## src/rtl/alu_op_sequencer.sv

```systemverilog
// Multi-cycle ALU control sequencer: walks each instruction through operand load,
// execute and write-back, driving bus selects, latch enables and the ALU code.
module alu_op_sequencer (
    input  logic       clock,
    input  logic       clear,
    input  logic       start,
    input  logic [4:0] op,
    input  logic [3:0] ra,
    input  logic [3:0] rb,
    input  logic [3:0] rc,
    input  logic       hold,
    output logic       ready,
    output logic       reg_out_en,
    output logic [3:0] reg_out_sel,
    output logic       reg_in_en,
    output logic [3:0] reg_in_sel,
    output logic       y_in,
    output logic       z_in,
    output logic [4:0] alu_control,
    output logic       zlow_out,
    output logic       zhigh_out,
    output logic       lo_in,
    output logic       hi_in,
    output logic       done,
    output logic       illegal
);

    typedef enum logic [2:0] {
        IDLE   = 3'd0,
        LOAD_Y = 3'd1,
        EXEC   = 3'd2,
        WB_LO  = 3'd3,
        WB_HI  = 3'd4
    } state_t;

    state_t     state_q, state_d;
    logic [4:0] op_q, op_d;
    logic [3:0] ra_q, ra_d;
    logic [3:0] rb_q, rb_d;
    logic [3:0] rc_q, rc_d;

    function automatic logic op_is_unary(input logic [4:0] code);
        return (code == 5'b10001) || (code == 5'b10010);
    endfunction

    function automatic logic op_is_wide(input logic [4:0] code);
        return (code == 5'b01111) || (code == 5'b10000);
    endfunction

    function automatic logic op_is_legal(input logic [4:0] code);
        // Binary ops occupy the contiguous range add..rol.
        return ((code >= 5'b00011) && (code <= 5'b01011)) ||
               op_is_unary(code) || op_is_wide(code);
    endfunction

    always_comb begin
        state_d = state_q;
        op_d    = op_q;
        ra_d    = ra_q;
        rb_d    = rb_q;
        rc_d    = rc_q;
        if (!hold) begin
            case (state_q)
                IDLE: begin
                    if (start && op_is_legal(op)) begin
                        state_d = LOAD_Y;
                        op_d    = op;
                        ra_d    = ra;
                        rb_d    = rb;
                        rc_d    = rc;
                    end
                end
                LOAD_Y:  state_d = EXEC;
                EXEC:    state_d = WB_LO;
                WB_LO:   state_d = op_is_wide(op_q) ? WB_HI : IDLE;
                WB_HI:   state_d = IDLE;
                default: state_d = IDLE;
            endcase
        end
    end

    always_ff @(posedge clock or posedge clear) begin
        if (clear) begin
            state_q <= IDLE;
            op_q    <= 5'd0;
            ra_q    <= 4'd0;
            rb_q    <= 4'd0;
            rc_q    <= 4'd0;
        end else begin
            state_q <= state_d;
            op_q    <= op_d;
            ra_q    <= ra_d;
            rb_q    <= rb_d;
            rc_q    <= rc_d;
        end
    end

    // alu_control ignores hold so the ALU result stays stable while Z is stalled.
    always_comb begin
        ready       = 1'b0;
        reg_out_en  = 1'b0;
        reg_out_sel = 4'd0;
        reg_in_en   = 1'b0;
        reg_in_sel  = 4'd0;
        y_in        = 1'b0;
        z_in        = 1'b0;
        alu_control = (state_q == EXEC) ? op_q : 5'd0;
        zlow_out    = 1'b0;
        zhigh_out   = 1'b0;
        lo_in       = 1'b0;
        hi_in       = 1'b0;
        done        = 1'b0;
        illegal     = 1'b0;
        if (!hold) begin
            case (state_q)
                IDLE: begin
                    ready   = 1'b1;
                    illegal = start && !op_is_legal(op);
                end
                LOAD_Y: begin
                    reg_out_en  = 1'b1;
                    reg_out_sel = rb_q;
                    y_in        = 1'b1;
                end
                EXEC: begin
                    z_in = 1'b1;
                    if (!op_is_unary(op_q)) begin
                        reg_out_en  = 1'b1;
                        reg_out_sel = rc_q;
                    end
                end
                WB_LO: begin
                    zlow_out = 1'b1;
                    if (op_is_wide(op_q)) begin
                        lo_in = 1'b1;
                    end else begin
                        reg_in_en  = 1'b1;
                        reg_in_sel = ra_q;
                        done       = 1'b1;
                    end
                end
                WB_HI: begin
                    zhigh_out = 1'b1;
                    hi_in     = 1'b1;
                    done      = 1'b1;
                end
                default: ;
            endcase
        end
    end

endmodule

```

## config.mk

```make
export PLATFORM = sky130hd
export DESIGN_NAME = alu_op_sequencer
export DESIGN_NICKNAME = d
export VERILOG_FILES = /design/src/rtl/alu_op_sequencer.sv
export SDC_FILE = /design/constraint.sdc
export NUM_CORES = 1
export LEC_CHECK = 0
export BUFFER_PORTS_ARGS = -buffer_cell sky130_fd_sc_hd__buf_4
export CAP_MARGIN = 15
export CORE_UTILIZATION = 51
export DETAILED_ROUTE_END_ITERATION = 8
export PLACE_DENSITY = 0.88
export SLEW_MARGIN = 25
export SYNTH_ARGS = -nofsm -noshare
export SYNTH_HDL_FRONTEND = slang
export SYNTH_SLANG_ARGS = --single-unit
export TNS_END_PERCENT = 1
```

## constraint.sdc

```tcl
create_clock -name clock -period 2.7 [get_ports clock]
set_input_delay 0 -clock clock [delete_from_list [all_inputs] [get_ports clock]]
set_output_delay 0 -clock clock [all_outputs]
set_load 0.02 [all_outputs]
```

==> results of run 1 <==
==> registers in the layout (all words and copies together), names as in the netlist <==
signal,cells
ra_q,4
state_q,3
rb_q,4
op_q,5
rc_q,4
==> cell families after synthesis <==
logic type             count (synthesis)  synth area share (%)
buffers and inverters                  8                  3.98
AO/OA/AOI/OAI                         15                  11.5
AND/OR/NAND/NOR                       38                  21.1
flip-flops                            20                  43.0
XOR/XNOR                               1                 0.753
multiplexers                          17                  19.7
==> worst max-delay path by stage <==
| stage | startpoint | endpoint | slack [ns] | cells after the start |
|---|---|---|---|---|
| final | state_q[0]$_DFFE_PP0P_ | ra_q[3]$_DFFE_PP0P_ | 0.56 | 4 |
| after global routing | state_q[1]$_DFFE_PP0P_ | ra_q[3]$_DFFE_PP0P_ | 0.41 | 4 |
| after CTS | state_q[1]$_DFFE_PP0P_ | op_q[4]$_DFFE_PP0P_ | 0.55 | 4 |
| after detailed placement | state_q[1]$_DFFE_PP0P_ | rb_q[3]$_DFFE_PP0P_ | 0.57 | 4 |
| after global placement | state_q[1]$_DFFE_PP0P_ | rb_q[3]$_DFFE_PP0P_ | 0.65 | 4 |
| after floorplan | state_q[0]$_DFFE_PP0P_ | op_q[0]$_DFFE_PP0P_ | 0.71 | 5 |
==> metal layers <==
metal | up-vias | global-route usage [%] | part of all wire (%)
li1 | 480 | - | -
met1 | 489 | 33.6 | 40
met2 | 54 | 45.3 | 52
met3 | 8 | 4.01 | 6.3
met4 | 0 | 9.52 | 2.3
met5 | - | 0 | 0
==> where the power goes <==
group          internal [mW]  switching (mW)
Clock                  0.150          0.0964
Sequential             0.439           0.150
Combinational          0.396           0.341
Total                  0.985           0.587
==> placed cells by master (no fill, tap or decap), drive strengths merged, types with 2 or more instances in the layout <==
| master | count |
|---|---|
| buf | 44 |
| dfrtp | 20 |
| dlygate4sd3 | 19 |
| mux2 | 17 |
| nor2 | 9 |
| and2 | 7 |
| and3 | 6 |
| a22oi | 4 |
| o21ai | 4 |
| nand2b | 3 |
| inv | 3 |
| clkbuf | 3 |
| nor3 | 2 |
| o21a | 2 |
| nor4b | 2 |
==> cell type report <==
| cell class | instances | area (um2) | share of cell area (%) |
|---|---|---|---|
| clock buffer | 3 | 22.5 | 1.30 |
| inverter | 3 | 11.3 | 0.649 |
| sequential | 20 | 500 | 28.8 |
| tap | 27 | 33.8 | 1.95 |
| timing repair buffer | 63 | 520 | 30.0 |
| clock inverter | 1 | 30.0 | 1.73 |
| multi-input combinational | 71 | 617 | 35.5 |
==> worst max-delay path: stages (launching register included) <==
cell and delay (ns):
sky130_fd_sc_hd__dfrtp_1 0.52, sky130_fd_sc_hd__nor4_4 0.39, sky130_fd_sc_hd__nand3b_2 0.15, sky130_fd_sc_hd__o21ai_4 0.56, sky130_fd_sc_hd__mux2_2 0.41
==> qor.json, run 1 <==
{
  "grt": {
    "grt_pass1_wl_mm": 4.91,
    "grt_start_max_net_pins": 21,
    "grt_remaining_overflow": 0,
    "groute.usage.overall_pct": 26.5,
    "antenna_found_initial": 0,
    "number_of_global_route_vias_before_repair": 1030
  },
  "sta": {
    "relSlewSlack_pct": 49.8,
    "fin_worst_hold_slack_ns": 0.0489,
    "clock.fmax_mhz": 467,
    "fin_worst_skew_ns": 0.00988,
    "setup-violations-final": 0,
    "worst_slack_ns": 0.558,
    "grt_setup_unrepaired": "no",
    "max_slew.worst_pin.slew_ns": 0.752,
    "min_period_ns": 2.14,
    "hold_viol": 0,
    "final-max-slew-violation-count": 0,
    "final.setup.tns_ns": 0,
    "final.period_utilization_pct": 79.3
  },
  "synth": {
    "netlist_area_mm2": 0.00116,
    "sequential_cell_area_fraction_in_the_yosys_report_pct": 43.0,
    "synth_edf_count": 0,
    "yosysUniqueCellTypes": 34,
    "synth-main-ff-cell": "sky130_fd_sc_hd__dfrtp_1",
    "synth_fp_nets": 120,
    "postSynth.asyncResetShare_pct": 100,
    "yosys.cell_count.top_type": "sky130_fd_sc_hd__dfrtp_1",
    "syn-instance-count": 99,
    "synth-seq-cells": 20,
    "synth_top_area_cell": "sky130_fd_sc_hd__dfrtp_1",
    "synth.top_cells.by_count": "sky130_fd_sc_hd__dfrtp_1, sky130_fd_sc_hd__mux2_4, sky130_fd_sc_hd__nor2_1",
    "synthDominantCellAreaShare_pct": 43.0,
    "average_instance_area_after_synthesis_um2": 11.8,
    "yosysWarningCount": 0,
    "synth_area_leaders": "sky130_fd_sc_hd__dfrtp_1, sky130_fd_sc_hd__mux2_4, sky130_fd_sc_hd__mux2_2, sky130_fd_sc_hd__and2_1, sky130_fd_sc_hd__and3_1"
  },
  "finish": {
    "antenna_cells_inserted": 0,
    "finish.net_count": 183,
    "post-route-util_pct": 84.2,
    "areaGrowthSynthToFinish_pct": 49.1,
    "fillers": 112,
    "fin_cells": 188,
    "finish.instance_area_mm2": 0.00174,
    "drive_above_1_share_pct": 44.1
  },
  "floorplanning": {
    "die_height_um": 49.8,
    "die-area_mm2": 0.00248,
    "die_width_um": 49.8,
    "placeableCoreArea_mm2": 0.00206,
    "row_count": 16,
    "floorplan.initialDensity_pct": 56.4,
    "top_level_ports": 45
  },
  "setup_path": {
    "required_ns": 2.90,
    "cp-end-kind": "flop",
    "r2r.worst_path.cells": 4,
    "r2r-end": "ra_q[3]$_DFFE_PP0P_",
    "cp.arrival_ns": 2.35,
    "timing.critical_path.from_type": "flop",
    "crit_path_max_fanout": 17,
    "rrSetupSlack_ns": 0.56,
    "criticalPathCategory": "reg -> reg",
    "r2r-start": "state_q[0]$_DFFE_PP0P_"
  },
  "placement": {
    "dp.cells": 165,
    "dp_slack_ns": 0.569,
    "final_replace_weighted_congestion": 0.828,
    "dpl-instance-area_mm2": 0.00149,
    "detailedPlacementHpwl_mm": 1.92,
    "numPortBuffers": 44
  },
  "clock_network": {
    "clkSinkCount": 20,
    "tritoncts_clock_tree": "yes",
    "cts_setup_buffers": 0,
    "worst_setup_hold_path_clk_slew_ns": 0.12,
    "cts.root.buffer_cell": "sky130_fd_sc_hd__clkbuf_4",
    "cts-resized-gates": 0,
    "holdBufCountCts": 19,
    "h-tree-depth": 1,
    "clk_lat_worst_skew_ns": 0.30,
    "clockBufferDepth": 2,
    "cts_made_buffers": 3
  },
  "routing": {
    "detailedRoute.firstIterationViolations": 25,
    "route.detailed.drc": 0,
    "finalWirelength_mm": 2.95,
    "drtAntennaViolNets": 0,
    "wl_per_cell_um": 15.7,
    "route.detailed.vias_per_inst": 5.48,
    "num_vias": 1031,
    "drt_pass1_iterations": 5
  },
  "worst_hold_path": {
    "worstHoldStart": "hold",
    "holdPathEnd": "state_q[2]$_DFFE_PP0P_",
    "min-delay-path-class": "in -> reg",
    "holdPathStages": 2
  },
  "status": {
    "run_status": "completed"
  },
  "job": {
    "drv_cap": 0
  },
  "power": {
    "power_leakage_nw": 0.843,
    "worst_voltage_drop_across_the_vdd_grid_mv": 0.757,
    "power_mw": 1.57,
    "powerDensity_mw_per_mm2": 906
  }
}
Note: power is estimated with default switching activity, not from simulation.
==> inputs of run 2 (changes only) <==
ABC_AREA = 1   (was not set)
CORE_UTILIZATION = 47   (was 51)
PLACE_DENSITY = 0.83   (was 0.88)
clock period = 2 ns   (was 2.7 ns; I/O delays follow)
==> qor.json, run 2 <==
{
  "routing": {
    "detailedRoute.firstIterationViolations": {"value": 31, "change": "+24%"},
    "route.detailed.drc": {"value": 0, "change": "unchanged"},
    "drt_pass1_iterations": {"value": 4, "change": "-1"},
    "drtAntennaViolNets": {"value": 0, "change": "unchanged"},
    "finalWirelength": {"value": 3.07, "unit": "mm", "change": "+4.1%"},
    "route.detailed.vias_per_inst": {"value": 5.08, "change": "-7.3%"},
    "wl_per_cell": {"value": 12.2, "unit": "um", "change": "-22%"},
    "num_vias": {"value": 1281, "change": "+24%"}
  },
  "sta": {
    "relSlewSlack": {"value": 49.3, "unit": "%", "change": "-0.56 points"},
    "final-max-slew-violation-count": {"value": 0, "change": "unchanged"},
    "final.period_utilization_pct": 94.6,
    "final.setup.tns": {"value": 0, "unit": "ns", "change": "unchanged"},
    "clock.fmax_mhz": 529,
    "fin_worst_skew": {"value": 0.00742, "unit": "ns", "change": "-0.00247 ns"},
    "max_slew.worst_pin.slew": {"value": 0.760, "unit": "ns", "change": "+0.00845 ns"},
    "grt_setup_unrepaired": "no",
    "setup-violations-final": {"value": 0, "change": "unchanged"},
    "hold_viol": {"value": 0, "change": "unchanged"},
    "min_period_ns": 1.89
  },
  "synth": {
    "average_instance_area_after_synthesis": {"value": 7.05, "unit": "um2", "change": "-40%"},
    "synth-seq-cells": {"value": 20, "change": "unchanged"},
    "yosys.cell_count.top_type": "sky130_fd_sc_hd__nand2_1",
    "netlist_area": {"value": 0.00113, "unit": "mm2", "change": "-2.5%"},
    "yosysUniqueCellTypes": {"value": 21, "change": "-38%"},
    "synth_fp_nets": {"value": 182, "change": "+52%"},
    "synth_edf_count": {"value": 0, "change": "unchanged"},
    "postSynth.asyncResetShare": {"value": 100, "unit": "%", "change": "unchanged"},
    "synthDominantCellAreaShare": {"value": 44.1, "unit": "%", "change": "+1.1 points"},
    "synth_top_area_cell": "sky130_fd_sc_hd__dfrtp_1",
    "sequential_cell_area_fraction_in_the_yosys_report": {"value": 44.1, "unit": "%", "change": "+1.1 points"},
    "yosysWarningCount": {"value": 0, "change": "unchanged"},
    "synth_area_leaders": "sky130_fd_sc_hd__dfrtp_1, sky130_fd_sc_hd__nand2_1, sky130_fd_sc_hd__nand3_1, sky130_fd_sc_hd__inv_1, sky130_fd_sc_hd__nor2_1",
    "synth-main-ff-cell": "sky130_fd_sc_hd__dfrtp_1",
    "syn-instance-count": {"value": 161, "change": "+63%"},
    "synth.top_cells.by_count": "sky130_fd_sc_hd__nand2_1, sky130_fd_sc_hd__nand3_1, sky130_fd_sc_hd__dfrtp_1, sky130_fd_sc_hd__inv_1, sky130_fd_sc_hd__nor2_1"
  },
  "grt": {
    "number_of_global_route_vias_before_repair": {"value": 1247, "change": "+21%"},
    "antenna_found_initial": {"value": 0, "change": "unchanged"},
    "grt_pass1_wl": {"value": 5.15, "unit": "mm", "change": "+4.9%"},
    "grt_remaining_overflow": {"value": 0, "change": "unchanged"},
    "grt_start_max_net_pins": {"value": 21, "change": "unchanged"},
    "groute.usage.overall": {"value": 26.4, "unit": "%", "change": "-0.052 points"}
  },
  "worst_hold_path": {
    "min-delay-path-class": "in -> reg"
  },
  "placement": {
    "final_replace_weighted_congestion": {"value": 0.862, "change": "+4.0%"},
    "numPortBuffers": {"value": 44, "change": "unchanged"},
    "detailedPlacementHpwl": {"value": 2.19, "unit": "mm", "change": "+14%"},
    "dpl-instance-area": {"value": 0.00148, "unit": "mm2", "change": "-0.92%"}
  },
  "finish": {
    "areaGrowthSynthToFinish_pct": 49.7,
    "finish.instance_area": {"value": 0.00170, "unit": "mm2", "change": "-2.1%"},
    "largest_register_ffs": {"value": 5, "change": "unchanged"},
    "leading_cell_type_in_the_layout_fill_and_taps_excluded": "sky130_fd_sc_hd__nand2_1",
    "leading_cell_types_in_the_layout_fill_and_taps_excluded": "sky130_fd_sc_hd__nand2_1, sky130_fd_sc_hd__buf_4, sky130_fd_sc_hd__nand3_1",
    "largest_register": "op_q",
    "antenna_cells_inserted": {"value": 0, "change": "unchanged"},
    "drive_above_1_share": {"value": 25.9, "unit": "%", "change": "-18 points"},
    "finish.net_count": {"value": 246, "change": "+34%"}
  },
  "floorplanning": {
    "row_count": {"value": 17, "change": "+1"},
    "die_height": {"value": 51.1, "unit": "um", "change": "+2.8%"},
    "die_width": {"value": 51.1, "unit": "um", "change": "+2.8%"},
    "floorplan.initialDensity": {"value": 50.3, "unit": "%", "change": "-6.1 points"},
    "placeableCoreArea": {"value": 0.00225, "unit": "mm2", "change": "+9.3%"},
    "top_level_ports": {"value": 45, "change": "unchanged"},
    "die-area": {"value": 0.00262, "unit": "mm2", "change": "+5.6%"}
  },
  "clock_network": {
    "clk_lat_worst_skew": {"value": 0.30, "unit": "ns", "change": "about the same"},
    "tritoncts_clock_tree": "yes",
    "cts_made_buffers": {"value": 3, "change": "unchanged"},
    "h-tree-depth": {"value": 1, "change": "unchanged"},
    "worst_setup_hold_path_clk_slew": {"value": 0.11, "unit": "ns", "change": "about the same"},
    "clockBufferDepth": {"value": 2, "change": "unchanged"},
    "cts.root.buffer_cell": "sky130_fd_sc_hd__clkbuf_4",
    "clkSinkCount": {"value": 20, "change": "unchanged"}
  },
  "setup_path": {
    "cp.arrival": {"value": 1.89, "unit": "ns", "change": "-0.46 ns"},
    "timing.critical_path.from_type": "flop",
    "crit_start": "state_q[0]$_DFFE_PP0P_",
    "rrSetupSlack": {"value": 0.43, "unit": "ns", "change": "-0.13 ns"},
    "r2r-start": "state_q[0]$_DFFE_PP0P_",
    "required": {"value": 2.00, "unit": "ns", "change": "-0.90 ns"},
    "r2r.worst_path.cells": {"value": 6, "change": "+2"},
    "crit_path_max_fanout": {"value": 7, "change": "-10"},
    "cp-end-kind": "output port",
    "r2r-end": "rb_q[3]$_DFFE_PP0P_",
    "criticalPathCategory": "reg -> out",
    "critical_path_sink": "illegal"
  },
  "power": {
    "powerDensity": {"value": 1110, "unit": "mW/mm2", "change": "+23%"},
    "worst_voltage_drop_across_the_vdd_grid": {"value": 0.819, "unit": "mV", "change": "+8.2%"},
    "power_leakage": {"value": 0.954, "unit": "nW", "change": "+13%"}
  },
  "status": {
    "run_status": "completed"
  },
  "job": {
    "drv_cap": {"value": 0, "change": "unchanged"}
  }
}
==> run 2: cell types whose count changed after synthesis, sizes merged, moves of 3 or more <==
cell and change:
nand2b -3, a21oi +4, nand2 +55, nor2 +12, and2 -7, nand3 +21, mux2 -17, a22oi -4
and3 -5, inv +19
==> run 2: logic make-up (layout without fill, tap and decap cells) <==
| family | after synthesis | after routing | share of synthesized area [%] |
|---|---|---|---|
| AOI/OAI and AO/OA | 10 | 10 | 4.74 |
| buffers and inverters | 28 | 91 | 11.1 |
| DFF | 20 | 20 | 44.1 |
| and+or+nand+nor | 103 | 103 | 40.0 |
==> run 2: power by group <==
group          total (mW)  internal [mW]  leakage [nW]  switching, mW
Sequential          0.734          0.589         0.252          0.145
Combinational       0.920          0.366         0.682          0.554
Clock               0.239          0.111        0.0210          0.128
==> run 2: layout make-up <==
class	instances	area, um2
Clock buffer	4	36.3
Fill cell	180	556
Inverter	22	82.6
Multi-Input combinational cell	113	512
Sequential cell	20	500
Tap cell	28	35.0
Timing Repair Buffer	65	533
==> run 2: what timing repair did <==
item                                    CTS  global route
endpoints found under the setup margin    0             5
hold buffers                             18             0
endpoints found under the hold margin    37             0
setup buffers                             0             0
resized for setup                         0             1
==> run 2: how the worst min path moves through the flow <==
stage           from                     end  cells past startpoint
2_1_floorplan  clear     op_q[0]$_DFFE_PP0P_                      1
3_3_place_gp   clear     ra_q[3]$_DFFE_PP0P_                      2
3_5_place_dp   clear     ra_q[2]$_DFFE_PP0P_                      2
4_1_cts         hold  state_q[1]$_DFFE_PP0P_                      2
5_1_grt         hold  state_q[1]$_DFFE_PP0P_                      2
6_report        hold  state_q[1]$_DFFE_PP0P_                      2
==> run 2: stage by stage <==
step                      worst slack [ns]  hold slack [ns]  instances  power [mW]  utilization, %
after floorplan                      0.380          -0.0362        161        1.30               -
after global placement               0.491            0.170        230        1.57            65.6
after detailed placement             0.398            0.200        230        1.62            65.6
after CTS                           0.0487           0.0511        252        1.89            75.2
after global routing               0.00749           0.0797        252        2.04            75.4
final                                0.109           0.0604        252        1.89            75.4
==> run 2: critical path: stages, from the launching register on <==
cell and delay [ns]:
sky130_fd_sc_hd__dfrtp_1 0.46, sky130_fd_sc_hd__nor2_4 0.16, sky130_fd_sc_hd__nand2_2 0.09, sky130_fd_sc_hd__nor3b_4 0.38, sky130_fd_sc_hd__buf_4 0.23, sky130_fd_sc_hd__inv_2 0.03
sky130_fd_sc_hd__nor2_1 0.09, sky130_fd_sc_hd__buf_4 0.14
==> run 2: layer usage <==
| layer | share of wire (%) | track usage, % | vias up |
|---|---|---|---|
| li1 | - | - | 624 |
| met1 | 42 | 30.8 | 601 |
| met2 | 53 | 48.2 | 52 |
| met3 | 5.1 | 3.27 | 4 |
| met4 | 0.65 | 10.6 | 0 |
| met5 | 0 | 0 | - |
==> inputs of run 3 (changes only) <==
--- a/constraint.sdc
+++ b/constraint.sdc
@@ -3,2 +3,2 @@
 set_output_delay 0 -clock clock [all_outputs]
-set_load 0.02 [all_outputs]
+set_load 0.1 [all_outputs]
==> qor.json, run 3 (synthesized netlist as in run 2, its figures left out) <==
{
  "grt": {
    "groute.usage.overall": {"value": 26.4, "unit": "%", "change": "about the same"},
    "grt_start_max_net_pins": {"value": 21, "change": "unchanged"},
    "number_of_global_route_vias_before_repair": {"value": 1238, "change": "-0.72%"},
    "grt_pass1_wl": {"value": 5.12, "unit": "mm", "change": "-0.54%"},
    "antenna_found_initial": {"value": 0, "change": "unchanged"},
    "grt_remaining_overflow": {"value": 0, "change": "unchanged"}
  },
  "clock_network": {
    "worst_setup_hold_path_clk_slew": {"value": 0.10, "unit": "ns", "change": "about the same"},
    "cts_made_buffers": {"value": 3, "change": "unchanged"},
    "cts_setup_buffers": {"value": 0, "change": "unchanged"},
    "clkSinkCount": {"value": 20, "change": "unchanged"},
    "cts.root.buffer_cell": "sky130_fd_sc_hd__clkbuf_4",
    "tritoncts_clock_tree": "yes",
    "clk_lat_worst_skew": {"value": 0.30, "unit": "ns", "change": "about the same"},
    "clockBufferDepth": {"value": 2, "change": "unchanged"},
    "h-tree-depth": {"value": 1, "change": "unchanged"}
  },
  "placement": {
    "numPortBuffers": {"value": 44, "change": "unchanged"},
    "dpl-instance-area": {"value": 0.00153, "unit": "mm2", "change": "+3.6%"},
    "dp.cells": {"value": 230, "change": "unchanged"},
    "detailedPlacementHpwl": {"value": 2.13, "unit": "mm", "change": "-2.4%"},
    "final_replace_weighted_congestion": {"value": 0.933, "change": "+8.2%"}
  },
  "setup_path": {
    "crit_path_max_fanout": {"value": 11, "change": "+4"},
    "criticalPathCategory": "in -> out",
    "r2r.worst_path.cells": {"value": 6, "change": "unchanged"},
    "required": {"value": 2.00, "unit": "ns", "change": "about the same"},
    "cp.arrival": {"value": 1.88, "unit": "ns", "change": "about the same"},
    "cp-end-kind": "output port",
    "timing.critical_path.from_type": "primary input"
  },
  "routing": {
    "num_vias": {"value": 1272, "change": "-0.70%"},
    "drtAntennaViolNets": {"value": 0, "change": "unchanged"},
    "detailedRoute.firstIterationViolations": {"value": 28, "change": "-9.7%"},
    "finalWirelength": {"value": 3.06, "unit": "mm", "change": "-0.33%"},
    "drt_pass1_iterations": {"value": 4, "change": "unchanged"},
    "route.detailed.vias_per_inst": {"value": 5.05, "change": "-0.70%"},
    "wl_per_cell": {"value": 12.1, "unit": "um", "change": "-0.33%"},
    "route.detailed.drc": {"value": 0, "change": "unchanged"}
  },
  "sta": {
    "final.period_utilization": {"value": 94.1, "unit": "%", "change": "-0.49 points"},
    "relSlewSlack": {"value": 49.8, "unit": "%", "change": "+0.56 points"},
    "clock.fmax": {"value": 532, "unit": "MHz", "change": "+0.52%"},
    "fin_worst_skew": {"value": 0.00958, "unit": "ns", "change": "+0.00216 ns"},
    "min_period": {"value": 1.88, "unit": "ns", "change": "-0.00973 ns"},
    "final-max-slew-violation-count": {"value": 0, "change": "unchanged"},
    "grt_setup_unrepaired": "no",
    "hold_viol": {"value": 0, "change": "unchanged"},
    "setup-violations-final": {"value": 0, "change": "unchanged"},
    "max_slew.worst_pin.slew": {"value": 0.752, "unit": "ns", "change": "-0.00839 ns"}
  },
  "job": {
    "drv_cap": {"value": 0, "change": "unchanged"}
  },
  "floorplanning": {
    "die_height": {"value": 51.1, "unit": "um", "change": "unchanged"},
    "die_width": {"value": 51.1, "unit": "um", "change": "unchanged"},
    "floorplan.initialDensity": {"value": 50.3, "unit": "%", "change": "unchanged"},
    "row_count": {"value": 17, "change": "unchanged"},
    "placeableCoreArea": {"value": 0.00225, "unit": "mm2", "change": "unchanged"},
    "top_level_ports": {"value": 45, "change": "unchanged"},
    "die-area": {"value": 0.00262, "unit": "mm2", "change": "unchanged"}
  },
  "finish": {
    "drive_above_1_share": {"value": 29.9, "unit": "%", "change": "+4.0 points"},
    "finish.net_count": {"value": 246, "change": "unchanged"},
    "leading_cell_type_in_the_layout_fill_and_taps_excluded": "sky130_fd_sc_hd__nand2_1",
    "largest_register": "op_q",
    "leading_cell_types_in_the_layout_fill_and_taps_excluded": "sky130_fd_sc_hd__nand2_1, sky130_fd_sc_hd__buf_4, sky130_fd_sc_hd__nand3_1",
    "finish.instance_area": {"value": 0.00179, "unit": "mm2", "change": "+5.2%"},
    "antenna_cells_inserted": {"value": 0, "change": "unchanged"},
    "fin_cells": {"value": 252, "change": "unchanged"},
    "post-route-util": {"value": 79.2, "unit": "%", "change": "+3.9 points"},
    "areaGrowthSynthToFinish_pct": 57.4,
    "largest_register_ffs": {"value": 5, "change": "unchanged"}
  },
  "power": {
    "worst_voltage_drop_across_the_vdd_grid": {"value": 1.19, "unit": "mV", "change": "+45%"},
    "powerDensity": {"value": 1490, "unit": "mW/mm2", "change": "+33%"},
    "power_leakage": {"value": 0.959, "unit": "nW", "change": "+0.46%"}
  },
  "worst_hold_path": {
    "holdPathStages": {"value": 2, "change": "unchanged"},
    "min-delay-path-class": "in -> reg"
  },
  "status": {
    "run_status": "completed"
  }
}
==> run 3: changes by cell type in the layout (fill, tap and decap cells not counted), sizes merged <==
cell and change:
bufinv +1, clkinvlp +1, inv -1, clkbuf -1
==> run 3: area by class of cell <==
class                      instances  area (um2)
multi-input combinational        113         576
timing repair buffer              65         537
sequential                        20         500
fill                             158         468
inverter                          22        86.3
tap                               28        35.0
clock inverter                     1        30.0
clock buffer                       3        22.5
==> run 3: repair_timing <==
action | in CTS | in global routing
hold buffers | 18 | 0
setup endpoints to repair | 5 | 6
endpoints found under the hold margin | 37 | 0
resized for setup | 2 | 3
==> run 3: final timing paths <==
| kind | from | end | slack (ns) |
|---|---|---|---|
| hold reg to reg | rb_q[0]$_DFFE_PP0P_ | rb_q[0]$_DFFE_PP0P_ | 0.49 |
| max in group asynchronous | clear | state_q[1]$_DFFE_PP0P_ | 1.15 |
| setup / recovery | op[2] | illegal | 0.12 |
| min in group asynchronous | clear | op_q[0]$_DFFE_PP0P_ | 0.38 |
| hold / removal | hold | state_q[1]$_DFFE_PP0P_ | 0.1 |
| setup reg to reg | state_q[0]$_DFFE_PP0P_ | op_q[4]$_DFFE_PP0P_ | 0.41 |
==> run 3: report_power, final <==
part | switching [mW] | internal [mW] | total (mW)
sequential | 0.148 | 0.589 | 0.737
clock | 0.122 | 0.203 | 0.325
combinational | 1.20 | 0.391 | 1.59
total | 1.47 | 1.18 | 2.66
==> run 3: metrics by stage <==
stage                     hold WS (ns)  TNS (ns)  power (mW)  setup slack (ns)
after floorplan                -0.0362     -5.40        1.95            -0.500
after global placement           0.178         0        2.22             0.367
after detailed placement         0.192         0        2.26             0.304
after CTS                       0.0929         0        2.63            0.0986
after global routing             0.122         0        2.80           0.00784
final                           0.0985         0        2.66             0.119
==> run 3: critical path, cell delays in order <==
cell,delay (ns)
sky130_fd_sc_hd__dlygate4sd3_1,0.55
sky130_fd_sc_hd__buf_4,0.14
sky130_fd_sc_hd__nor2_1,0.14
sky130_fd_sc_hd__nand2_1,0.07
sky130_fd_sc_hd__nand2_1,0.07
sky130_fd_sc_hd__and3_1,0.37
sky130_fd_sc_hd__buf_4,0.25
sky130_fd_sc_hd__nor2_1,0.06
sky130_fd_sc_hd__buf_4,0.23
==> run 3: layer usage <==
| metal | GRT usage [%] | part of all wire, % |
|---|---|---|
| met1 | 28.9 | 40 |
| met2 | 50.7 | 54 |
| met3 | 6.55 | 5.1 |
| met4 | 5.09 | 0.26 |
| met5 | 0 | 0 |
